<file path="src/rtl/dut_seq_trojan.sv">
// Pipelined mode-selected arithmetic on the two halves of the input word, with an
// embedded sequential trojan that arms after a run of trigger vectors.
module dut_seq_trojan #(
   parameter int          WIDTH         = 32,
   parameter int          STAGES        = 2,
   parameter logic [31:0] TRIGGER_VALUE = 32'hDEADBEEF,
   parameter int          TRIGGER_COUNT = 3,
   parameter int          HOLD          = 4,
   parameter logic [31:0] PAYLOAD_MASK  = 32'h0000_0100,
   parameter bit          TROJAN_EN     = 1'b1
) (
   input  logic             clk,
   input  logic             reset,
   input  logic [WIDTH-1:0] dut_input,
   input  logic             dut_input_valid,
   input  logic [1:0]       dut_mode,
   input  logic [31:0]      dut_signal_select,
   output logic             dut_output,
   output logic [WIDTH-1:0] dut_result,
   output logic             dut_output_valid
);

   localparam int H     = WIDTH / 2;
   localparam int SEL_W = (WIDTH > 1) ? $clog2(WIDTH) : 1;
   localparam logic [WIDTH-1:0] TRIG  = WIDTH'(TRIGGER_VALUE);
   localparam logic [WIDTH-1:0] PMASK = WIDTH'(PAYLOAD_MASK);

   typedef enum logic [1:0] {IDLE, COUNTING, ARMED} state_t;

   state_t      state_q, state_d;
   logic [31:0] match_q, match_d;
   logic [31:0] hold_q, hold_d;
   logic        trig_hit;
   logic        armed_now;

   logic             vld_p0;
   logic [WIDTH-1:0] op_p0;
   logic [1:0]       mode_p0;
   logic             pay_p0;
   logic [WIDTH-1:0] res_p1;
   logic [WIDTH-1:0] res_pn [STAGES];
   logic [STAGES-1:0] vld_pn;

   function automatic logic [WIDTH-1:0] compute(input logic [WIDTH-1:0] v,
                                                input logic [1:0]       m);
      logic [H-1:0] a, b, diff;
      logic [H:0]   sum;
      a    = v[WIDTH-1:H];
      b    = v[H-1:0];
      sum  = {1'b0, a} + {1'b0, b};
      diff = a - b;
      case (m)
         2'd0:    compute = WIDTH'(sum);
         2'd1:    compute = WIDTH'(diff);
         2'd2:    compute = WIDTH'(a ^ b);
         default: compute = v;
      endcase
   endfunction

   assign trig_hit  = (dut_input == TRIG);
   assign armed_now = TROJAN_EN && (state_q == ARMED);

   // Trojan state register
   always_ff @(posedge clk) begin
      if (reset) begin
         state_q <= IDLE;
         match_q <= '0;
         hold_q  <= '0;
      end else begin
         state_q <= state_d;
         match_q <= match_d;
         hold_q  <= hold_d;
      end
   end

   always_comb begin
      state_d = state_q;
      match_d = match_q;
      hold_d  = hold_q;
      if (TROJAN_EN && dut_input_valid) begin
         case (state_q)
            IDLE: begin
               if (trig_hit) begin
                  match_d = 32'd1;
                  state_d = (TRIGGER_COUNT == 1) ? ARMED : COUNTING;
               end
            end
            COUNTING: begin
               if (trig_hit) begin
                  match_d = match_q + 32'd1;
                  if (match_q + 32'd1 == 32'(TRIGGER_COUNT)) state_d = ARMED;
               end else begin
                  state_d = IDLE;
                  match_d = '0;
               end
            end
            ARMED: begin
               // Matches here are ordinary victims; only the hold count advances.
               hold_d = hold_q + 32'd1;
               if (HOLD != 0 && hold_q + 32'd1 == 32'(HOLD)) begin
                  state_d = IDLE;
                  match_d = '0;
                  hold_d  = '0;
               end
            end
            default: begin
               state_d = IDLE;
               match_d = '0;
               hold_d  = '0;
            end
         endcase
      end
   end

   // Stage 1: arithmetic plus payload decided at acceptance time
   assign res_p1 = compute(op_p0, mode_p0) ^ (pay_p0 ? PMASK : '0);

   always_ff @(posedge clk) begin
      if (reset) begin
         vld_p0  <= 1'b0;
         op_p0   <= '0;
         mode_p0 <= '0;
         pay_p0  <= 1'b0;
         vld_pn  <= '0;
         for (int i = 0; i < STAGES; i++) res_pn[i] <= '0;
      end else begin
         // Stage 0: operand capture
         vld_p0 <= dut_input_valid;
         if (dut_input_valid) begin
            op_p0   <= dut_input;
            mode_p0 <= dut_mode;
            pay_p0  <= armed_now;
         end
         vld_pn[0] <= vld_p0;
         if (vld_p0) res_pn[0] <= res_p1;
         // Later stages only move on valid, so the last stage holds between pulses
         for (int i = 1; i < STAGES; i++) begin
            vld_pn[i] <= vld_pn[i-1];
            if (vld_pn[i-1]) res_pn[i] <= res_pn[i-1];
         end
      end
   end

   assign dut_result       = res_pn[STAGES-1];
   assign dut_output_valid = vld_pn[STAGES-1];
   assign dut_output       = (dut_signal_select < 32'(WIDTH)) ?
                             dut_result[dut_signal_select[SEL_W-1:0]] : 1'b0;

endmodule

</file>
<file path="config.mk">
export PLATFORM = sky130hd
export DESIGN_NAME = dut_seq_trojan
export DESIGN_NICKNAME = d
export VERILOG_FILES = /design/src/rtl/dut_seq_trojan.sv
export SDC_FILE = /design/constraint.sdc
export NUM_CORES = 1
export LEC_CHECK = 0
export CAP_MARGIN = 20
export CORE_ASPECT_RATIO = 1.1
export CORE_MARGIN = 3
export CORE_UTILIZATION = 59
export DETAILED_ROUTE_END_ITERATION = 10
export HOLD_SLACK_MARGIN = 0.15
export PLACE_DENSITY_LB_ADDON = 0.05
export SYNTH_ARGS = -nofsm -noshare
export SYNTH_HDL_FRONTEND = slang
export SYNTH_SLANG_ARGS = --single-unit
</file>
<file path="constraint.sdc">
create_clock -name clk -period 3.8 [get_ports clk]
set_input_delay 0.76 -clock clk [delete_from_list [all_inputs] [get_ports clk]]
set_output_delay 0.76 -clock clk [all_outputs]
set_load 0.005 [all_outputs]
</file>
==> results.md, run 1 <==
- N_diodes: 0
- Post-synth top area cell: dfxtp_1
- Crit path DAT: 2.89 ns
- Row Count: 51
- Port Buffers: 102
- Slew Viols, Final: 0
- Fin cells: about 1500
- Critical Path End Type: primary output
- Max VDD drop: 0.2971 mV
- Crit-path max FO: 8
- Post-CTS sizing: 3
- Final setup vio count: 0
- Post-DR vias/cell: 6.202
- Syn Std Cell Area: 10920 µm²
- Overall power: 4.228 mW
- Clock Path Buffers: 2
- Core ar.: 17930 µm²
- Area Growth Syn to Fin: 14.02%
- Yosys Warn Count: 0
- #FFs+latches synth: 168
- Clock-pin slew on the worst setup and hold paths: 0.06 ns
- H-tree depth: 4
- Req. time, crit path: ~3.0 ns
- Leakage: 4.503 nW
- Syn Inst Count: around 1200
- Part of the cycle the worst path needs: a little over nine tenths
- Final ANT Viol Nets: 0
- Hpwl dp: 20300 µm
- Syn Nets: between 1000 and 1500
- Wirelength per Cell: 17.82 µm
- HP Class: flip-flop to flip-flop
- Vias in the first global route: approximately 8700
- Setup TNS: 0 ns
- Number of post-CTS setup repair buffers: 0
- Worst relative slew slack: 35.86%
- Fmax: 273.9 MHz
- Post-synth EDFFs: 64
- Placed cells: between 1000 and 1500
- Initial DRC count: 878
- GRT overflow: 0
- Synth unique cells: 79
- Clock Latency Late Sink: 0.44 ns
- Main synth FF type: dfxtp_1
- Ys async rst share: 0%
- First-pass DRT Iterations: 5
- Leading cell type in the layout, fill and taps excluded: nor2_1
- Final #Nets: 1379
- Flop-to-flop setup slack: 0.31 ns
- Die footprint: 20180 µm²
- Run status: complete, no violations
- Commonest cells after routing, fill and taps aside: nor2_1 (133), dfxtp_1 (104), clkdlybuf4s50_1 (98)
- Fin area: 12450 µm²
- Hold Buf Count CTS: 0
- Total detailed-routing wirelength: roughly 27000 µm
- DP Area: 11900 µm²
- Initial antenna violation count: 0
- RSZ-0062 raised after global routing: no
- Vias: 9452
- Die H: 148.7 µm
- Final min period: 3.651 ns
- Clock tree root driver cell: clkbuf_16
- Top post-synthesis cells by area: dfxtp_1 (19%), edfxtp_1 (18%), mux2i_1 (5.8%)
- CP startpoint kind: input pin
- Num Clock Sinks: 168
- Sequential share of the synthesized area: 36.66%
- Final hold violation count: 0
- Largest net degree at the start of global routing: 48
- Global-route wire length before repair: 43820 µm
- Share of cells above drive strength 1: 9.020%
- Power Density: 339.5 nW/µm²
- Tot GR Track Use: a little over a quarter
- Critical path type: input pin to primary output
- Mapped Avg Cell Area: 8.781 µm²
- DRC Markers: 0
- WHS: 0.4883 ns
- GP Congestion: between 0.9 and 1
- Final worst clock skew: 0.007846 ns
- Max-Cap Viols: 0
- I/O pins: 103
- Worst Tran Pin Value: between 0.9 and 1 ns
- Number of clock buffers inserted by TritonCTS: 17
- Die W: 135.7 µm
- CTS tree: yes
- Top cell type's share of synthesized area: 19.06%
- Initial Utilization: 60.92%
==> sequential cells by signal (all words and copies together), names as in the netlist <==
signal	count
pay_p0	1
op_p0	32
vld_pn	2
state_q	2
hold_q	32
vld_p0	1
match_q	32
mode_p0	2
res_pn	64
==> cell usage after synthesis (8+ instances only) <==
cell type / n
nor2_1: 134
dfxtp_1: 104
nand2_1: 82
clkbuf_1: 71
edfxtp_1: 64
mux2i_1: 63
nand3_1: 55
inv_1: 46
a21oi_1: 44
a31oi_1: 43
nor3_1: 40
nor2b_1: 39
ha_1: 34
nand4_1: 33
buf_4: 32
nor4_1: 30
o21ai_0: 27
xnor2_1: 25
and3_1: 24
and2_1: 19
mux4_2: 17
or3_1: 13
buf_2: 12
xor2_1: 12
a211oi_1: 11
and4_1: 11
or2_2: 11
a311oi_1: 10
nand4b_1: 10
buf_1: 9
o31ai_1: 8
==> worst paths after layout <==
| check | startpoint | to | cells past startpoint |
|---|---|---|---|
| setup / recovery | dut_signal_select[0] | dut_output | 7 |
| hold / removal | pay_p0$_SDFFE_PP0P_ | pay_p0$_SDFFE_PP0P_ | 2 |
| setup reg to reg | op_p0[16]$_SDFFE_PP0P_ | res_pn[0][16]$_SDFFCE_PN0P_ | 11 |
| hold reg to reg | pay_p0$_SDFFE_PP0P_ | pay_p0$_SDFFE_PP0P_ | 2 |
==> kinds of logic (layout without fill, tap and decap cells) <==
logic type      after synthesis  count (layout)  share of synthesized area, %
simple gates                534             534                         26.01
flops                       168             168                         36.66
fa+ha+maj                    36              36                         4.261
buf+inv                     171             213                         7.113
mux                          82              82                         9.485
compound gates              216             216                         13.51
xor+xnor                     37              37                         2.967
==> cell type report <==
class / count / area, µm²
Clock buffer: 17 / 425.4
Clock inverter: 14 / 125.1
Fill cell: 1388 / 5477
Inverter: 47 / 176.4
Multi-Input combinational cell: 905 / 6157
Sequential cell: 168 / 4004
Tap cell: 238 / 297.8
Timing Repair Buffer: 135 / 1269
==> layer usage <==
layer / part of all wire, % / vias up / GRT usage, %
li1: - / 4611 / -
met2: 45 / 329 / 41.81
met3: 7.2 / 47 / 5.616
met5: 0 / - / 0
met4: 2.3 / 0 / 7.863
met1: 46 / 4465 / 38.44
==> power by group <==
| part | total [mW] | switching, mW | internal (mW) |
|---|---|---|---|
| logic | 0.596 | 0.306 | 0.290 |
| clock network | 1.64 | 0.741 | 0.900 |
| registers | 1.99 | 0.0527 | 1.94 |
| total | 4.23 | 1.10 | 3.13 |
==> worst max-delay path: stages <==
cell and delay [ns]:
dlygate4sd2_1 0.25, buf_12 0.15, mux4_2 0.49, mux4_2 0.50, mux2i_2 0.22, nor3_1 0.07
clkdlybuf4s50_1 0.46
==> per-stage QoR <==
stage / setup WS, ns / util (%)
floorplan: 0.6581 / -
global placement: -0.09891 / 66.38
detailed placement: -0.1297 / 66.38
CTS: 0.1464 / 69.46
global route: 0.02254 / 69.46
finish: 0.1494 / 69.46
Power figures use the tool's default switching activity.
==> inputs of run 2 (changes only) <==
--- a/config.mk
+++ b/config.mk
@@ -5,13 +5,15 @@
 export SDC_FILE = /design/constraint.sdc
 export NUM_CORES = 1
 export LEC_CHECK = 0
-export CAP_MARGIN = 20
+export CELL_PAD_IN_SITES_DETAIL_PLACEMENT = 1
+export CELL_PAD_IN_SITES_GLOBAL_PLACEMENT = 2
 export CORE_ASPECT_RATIO = 1.1
 export CORE_MARGIN = 3
-export CORE_UTILIZATION = 59
+export CORE_UTILIZATION = 36
 export DETAILED_ROUTE_END_ITERATION = 10
 export HOLD_SLACK_MARGIN = 0.15
 export PLACE_DENSITY_LB_ADDON = 0.05
+export SETUP_SLACK_MARGIN = 0.1
 export SYNTH_ARGS = -nofsm -noshare
 export SYNTH_HDL_FRONTEND = slang
 export SYNTH_SLANG_ARGS = --single-unit
==> results.md, run 2 (same netlist as run 1, synthesis figures left out) <==
- CP startpoint kind: input pin
- Die H: 188.7 µm (+27%)
- Worst Hold Endpoint: match_q[31]$_SDFFE_PP0P_
- Setup TNS: 0 ns (unchanged)
- Leakage: 4.639 nW (+3.0%)
- Max-Cap Viols: 0 (unchanged)
- Switch share: 26.21% (+0.21 points)
- Hpwl dp: 26600 µm (+31%)
- Reg2Reg Depth: 11 (unchanged)
- Comb pwr share: 14.0% (about the same)
- WHS Path Cells: 1 (-1)
- WHS: 0.5052 ns (+0.01686 ns)
- RSZ-0062 raised after global routing: no
- Wirelength per Cell: 20.53 µm (+15%)
- Initial antenna violation count: 0 (unchanged)
- Vias: 9547 (+1.0%)
- DP Area: 12260 µm² (+3.0%)
- Die W: 172.1 µm (+27%)
- Most flops, register: res_pn
- Worst Tran Pin Value: 0.7570 ns (-0.2050 ns)
- Global-route wire length before repair: 55570 µm (+27%)
- DRC Markers: 0 (unchanged)
- Critical path type: input pin to primary output
- Tot GR Track Use: 21.59% (-5.4 points)
- Sequential Power Share: 45.0% (-2.1 points)
- Critical Path Start: dut_signal_select[0]
- Reg2reg start: op_p0[0]$_SDFFE_PP0P_
- Final min period: 3.548 ns (-0.1023 ns)
- I/O pins: 103 (unchanged)
- Psw: 1.163 mW (+5.8%)
- Final worst clock skew: 0.01321 ns (+0.005362 ns)
- Clock tree root driver cell: clkbuf_16
- Max VDD drop: 0.2286 mV (-23%)
- H-tree depth: 4 (unchanged)
- Fmax: 281.8 MHz (+2.9%)
- Flop-to-flop setup slack: 0.43 ns (+0.12 ns)
- Hold_sp: match_q[31]$_SDFFE_PP0P_
- Commonest cells after routing, fill and taps aside: nor2_1 (133), dfxtp_1 (104), clkdlybuf4s50_1 (98)
- Final worst slack: 0.2518 ns (+0.1023 ns)
- Crit-path max FO: 8 (unchanged)
- Part of the power in the clock network: 41.0% (+2.2 points)
- Post-DR vias/cell: 5.673 (-8.5%)
- Die footprint: 32470 µm² (+61%)
- Final ANT Viol Nets: 0 (unchanged)
- Port Buffers: 102 (unchanged)
- Total detailed-routing wirelength: 34550 µm (+27%)
- Pint: 3.276 mW (+4.7%)
- Run status: complete, no violations
- Leading cell type in the layout, fill and taps excluded: nor2_1
- Clock Latency Late Sink: 0.44 ns (about the same)
- GP Congestion: 0.8442 (-12%)
- Slew Viols, Final: 0 (unchanged)
- Initial Utilization: 36.74% (-24 points)
- CTS tree: yes
- Layout Utilization: 43.32% (-26 points)
- Req. time, crit path: 3.04 ns (about the same)
- Final #Nets: 1401 (+1.6%)
- Part of the cycle the worst path needs: 93.37% (-2.7 points)
- Worst relative slew slack: 49.54% (+14 points)
- Num Clock Sinks: 168 (unchanged)
- Clock-pin slew on the worst setup and hold paths: 0.08 ns (+0.02 ns)
- Clock Path Buffers: 2 (unchanged)
- Critical Path End Type: primary output
- Share of cells above drive strength 1: 10.54% (+1.5 points)
- N_diodes: 0 (unchanged)
- Number of clock buffers inserted by TritonCTS: 17 (unchanged)
- Critical R2R Capture: res_pn[0][14]$_SDFFCE_PN0P_
- Hold Buf Count CTS: 0 (unchanged)
- Area Growth Syn to Fin: 17.89%
- Largest net degree at the start of global routing: 45 (-6.3%)
- GRT overflow: 0 (unchanged)
- HP Class: flip-flop to flip-flop
- Fin area: 12880 µm² (+3.4%)
- Row Count: 66 (+29%)
- First-pass DRT Iterations: 4 (-1)
- Core ar.: 29730 µm² (+66%)
- DP Worst Slack: -0.03183 ns (+0.09785 ns)
- Max reg flops: 64 (unchanged)
- Final setup vio count: 0 (unchanged)
- Initial DRC count: 468 (-47%)
- Crit path DAT: 2.79 ns (-0.10 ns)
- Vias in the first global route: 9901 (+14%)
- Power Density: 344.7 nW/µm² (+1.5%)
- Final hold violation count: 0 (unchanged)
## run 2: cell types whose count changed in the layout (fill, tap and decap cells not counted), moves of 2 or more
cell        change
clkinv_2        -2
buf_4          +20
clkinvlp_2      -2
clkinvlp_4      +3
bufinv_16       +2
buf_12          +2
## run 2: worst max-delay path by stage
stage,endpoint,slack [ns],cells past startpoint
floorplan,dut_output,0.66,5
global placement,dut_output,0.006,7
detailed placement,dut_output,-0.03,7
CTS,dut_output,0.24,7
global route,res_pn[0][16]$_SDFFCE_PN0P_,0.15,11
finish,dut_output,0.25,7
## run 2: stage by stage
stage               power [mW]  std cells
global route             4.629       1683
detailed placement       2.665       1651
global placement         2.654       1651
CTS                      4.503       1683
finish                   4.439       1683
floorplan                2.405       1244
## run 2: routing by layer
metal / wire (µm) / up-vias / global-route usage (%)
li1: - / 4643 / -
met5: 0 / - / 0
met4: 911 / 0 / 6.327
met1: 14420 / 4675 / 25.60
met3: 1216 / 39 / 3.651
met2: 18010 / 190 / 39.54
## run 2: timing repair
action                                  in CTS  in global routing
resized for setup                            2                  2
endpoints found under the setup margin       1                  1
setup buffers                                0                  0
## run 2: power by group through the flow
stage                     Combinational [mW]  Sequential, mW  Clock, mW
after global routing                   0.684            2.01       1.94
after floorplan                        0.401            2.00          0
after global placement                 0.614            2.04          0
after detailed placement               0.623            2.04          0
after CTS                              0.624            2.00       1.88
final                                  0.620            2.00       1.82
## run 2: critical path: stages
cell and delay (ns):
dlygate4sd2_1 0.24, buf_12 0.15, mux4_2 0.51, mux4_2 0.48, mux2i_1 0.16, nor3_1 0.06
clkdlybuf4s50_1 0.44
## run 2: area by class of cell
| class | instances | area [µm²] |
|---|---|---|
| repair buffers | 157 | 1459 |
| inverters | 47 | 176.4 |
| multi-input cells | 905 | 6167 |
| clock inverters | 14 | 173.9 |
| well taps | 374 | 467.9 |
| flip-flops and latches | 168 | 4004 |
| fillers | 3414 | 16850 |
| clock buffers | 18 | 429.2 |
==> inputs of run 3 (changes only) <==
--- a/config.mk
+++ b/config.mk
@@ -8,8 +8,9 @@
 export CELL_PAD_IN_SITES_DETAIL_PLACEMENT = 1
 export CELL_PAD_IN_SITES_GLOBAL_PLACEMENT = 2
 export CORE_ASPECT_RATIO = 1.1
-export CORE_MARGIN = 3
+export CORE_MARGIN = 5
 export CORE_UTILIZATION = 36
+export CTS_BUF_LIST = sky130_fd_sc_hd__clkbuf_16
 export DETAILED_ROUTE_END_ITERATION = 10
 export HOLD_SLACK_MARGIN = 0.15
 export PLACE_DENSITY_LB_ADDON = 0.05
==> results.md, run 3 (same netlist as run 1, synthesis figures left out) <==
- Tot GR Track Use: 20.65% (-0.94 points)
- Critical Path End Type: primary output
- Clock Latency Late Sink: 0.44 ns (about the same)
- Share of cells above drive strength 1: 9.839% (-0.70 points)
- Wirelength per Cell: 20.57 µm (+0.20%)
- Initial Utilization: 36.19% (-0.55 points)
- CP dominant cell by count: mux4_2
- Port Buffers: 102 (unchanged)
- GP Congestion: 0.8369 (-0.86%)
- Clock Path Buffers: 2 (unchanged)
- Die W: 176.1 µm (+2.3%)
- Most flops, register: res_pn
- Fill cell count: 3506 (+2.7%)
- Slew Viols, Final: 0 (unchanged)
- Final hold violation count: 0 (unchanged)
- Sequential Power Share: 45.7% (+0.7 points)
- Critical path type: input pin to primary output
- Worst Hold Endpoint: hold_q[31]$_SDFFE_PP0P_
- Pint: 3.235 mW (-1.2%)
- CTS tree: yes
- Hpwl dp: 26290 µm (-1.2%)
- RSZ-0062 raised after global routing: no
- Reg2Reg Depth: 11 (unchanged)
- Area Growth Syn to Fin: 17.07%
- Overall power: 4.379 mW (-1.3%)
- Fin area: 12790 µm² (-0.70%)
- Vias in the first global route: 9645 (-2.6%)
- Flop-to-flop setup slack: 0.39 ns (-0.04 ns)
- Number of post-CTS setup repair buffers: 0 (unchanged)
- Crit-path cells: dlygate4sd2_1 > buf_12 > mux4_2 > mux4_2 > mux2i_2 > nor3_1 > clkdlybuf4s50_1
- Num Clock Sinks: 168 (unchanged)
- Part of the power in the clock network: 40.2% (-0.8 points)
- Hold_sp: hold_q[31]$_SDFFE_PP0P_
- Max-Cap Viols: 0 (unchanged)
- Slowest CP cell: mux4_2
- Worst Tran Pin Value: 0.7342 ns (-0.02276 ns)
- Initial DRC count: 382 (-18%)
- WHS: 0.4961 ns (-0.009058 ns)
- Die footprint: 33930 µm² (+4.5%)
- First-pass DRT Iterations: 4 (unchanged)
- WHS Path Cells: 1 (unchanged)
- DP Area: 12200 µm² (-0.54%)
- Final worst clock skew: 0.01383 ns (+0.0006225 ns)
- H-tree depth: 4 (unchanged)
- Power Density: 342.5 nW/µm² (-0.65%)
- Switch share: 26.13% (-0.082 points)
- Part of the cycle the worst path needs: 95.66% (+2.3 points)
- Fmax: 275.1 MHz (-2.4%)
- CP startpoint kind: input pin
- Vias: 9427 (-1.3%)
- I/O pins: 103 (unchanged)
- Comb pwr share: 14.2% (+0.2 points)
- Max reg flops: 64 (unchanged)
- Row Count: 67 (+1.5%)
- Run status: complete, no violations
- Final #Nets: 1393 (-0.57%)
- Leakage: 4.609 nW (-0.64%)
- Reg2reg start: op_p0[0]$_SDFFE_PP0P_
- Leading cell type in the layout, fill and taps excluded: nor2_1
- Final ANT Viol Nets: 0 (unchanged)
- Worst relative slew slack: 51.05% (+1.5 points)
- Req. time, crit path: 3.04 ns (about the same)
- Total detailed-routing wirelength: 34560 µm (about the same)
- DP Worst Slack: -0.1245 ns (-0.09268 ns)
- Crit-path max FO: 8 (unchanged)
- N_diodes: 0 (unchanged)
- Max VDD drop: 0.2108 mV (-7.8%)
- DRC Markers: 0 (unchanged)
- GRT overflow: 0 (unchanged)
- Final min period: 3.635 ns (+0.08702 ns)
- Max incr delay on CP: 0.50 ns (about the same)
- HP Class: flip-flop to flip-flop
- Global-route wire length before repair: 55140 µm (-0.77%)
- Commonest cells after routing, fill and taps aside: nor2_1 (133), dfxtp_1 (104), clkdlybuf4s50_1 (98)
- Initial antenna violation count: 0 (unchanged)
- Psw: 1.144 mW (-1.7%)
- Final setup vio count: 0 (unchanged)
- Final worst slack: 0.1647 ns (-0.08702 ns)
- Clock-pin slew on the worst setup and hold paths: 0.07 ns (about the same)
- Crit path DAT: 2.88 ns (+0.09 ns)
- Number of clock buffers inserted by TritonCTS: 17 (unchanged)
- Clock tree root driver cell: clkbuf_16
- Post-DR vias/cell: 5.611 (-1.1%)
- Core ar.: 30180 µm² (+1.5%)
- Critical R2R Capture: res_pn[0][16]$_SDFFCE_PN0P_
- Die H: 192.7 µm (+2.1%)
- Largest net degree at the start of global routing: 52 (+16%)
-- run 3: layout make-up --
class / count / area, µm² / share of cell area (%)
Multi-Input combinational cell: 905 / 6163 / 48.20
Clock buffer: 18 / 450.4 / 3.522
Sequential cell: 168 / 4004 / 31.31
Timing Repair Buffer: 149 / 1386 / 10.84
Tap cell: 379 / 474.2 / 3.708
Clock inverter: 14 / 132.6 / 1.037
Inverter: 47 / 176.4 / 1.380
-- run 3: layer usage --
layer	up-vias	global-route usage (%)	routed length, µm
met3	30	2.567	871
met2	123	38.26	18110
met5	-	0	0
met4	0	6.359	773
li1	4635	-	-
met1	4639	24.91	14800
-- run 3: critical path, delay by kind of cell --
kind	cells	cell delay [ns]
multiplexers	3	1.20
AND/OR/NAND/NOR	1	0.08
buffers and inverters	3	0.84
-- run 3: power groups by stage --
stage / combinational [mW] / sequential (mW) / clock, mW
CTS: 0.625 / 2.00 / 1.81
finish: 0.620 / 2.00 / 1.76
detailed placement: 0.622 / 2.04 / 0
floorplan: 0.401 / 2.00 / 0
global placement: 0.616 / 2.04 / 0
global route: 0.683 / 2.01 / 1.89
-- run 3: worst max path at each step --
stage	startpoint	end	cells after the start	slack, ns
after floorplan	dut_signal_select[0]	dut_output	5	0.66
after global placement	dut_signal_select[0]	dut_output	7	-0.11
after detailed placement	dut_signal_select[0]	dut_output	7	-0.12
after CTS	dut_signal_select[0]	dut_output	7	0.15
after global routing	op_p0[0]$_SDFFE_PP0P_	res_pn[0][16]$_SDFFCE_PN0P_	11	0.10
final	dut_signal_select[0]	dut_output	7	0.16
-- run 3: repair_timing --
action / 4_1_cts / 5_1_grt
hold buffers: 0 / 0
setup endpoints to repair: 1 / 2
gates resized for setup: 3 / 1
-- run 3: through the flow --
step                      cells  setup TNS [ns]  util (%)
after CTS                  1680               0     42.35
after global placement     1648         -0.1093     40.41
after global routing       1680               0     42.37
after detailed placement   1648         -0.1245     40.41
final                      1680               0     42.37
after floorplan            1244               0         -
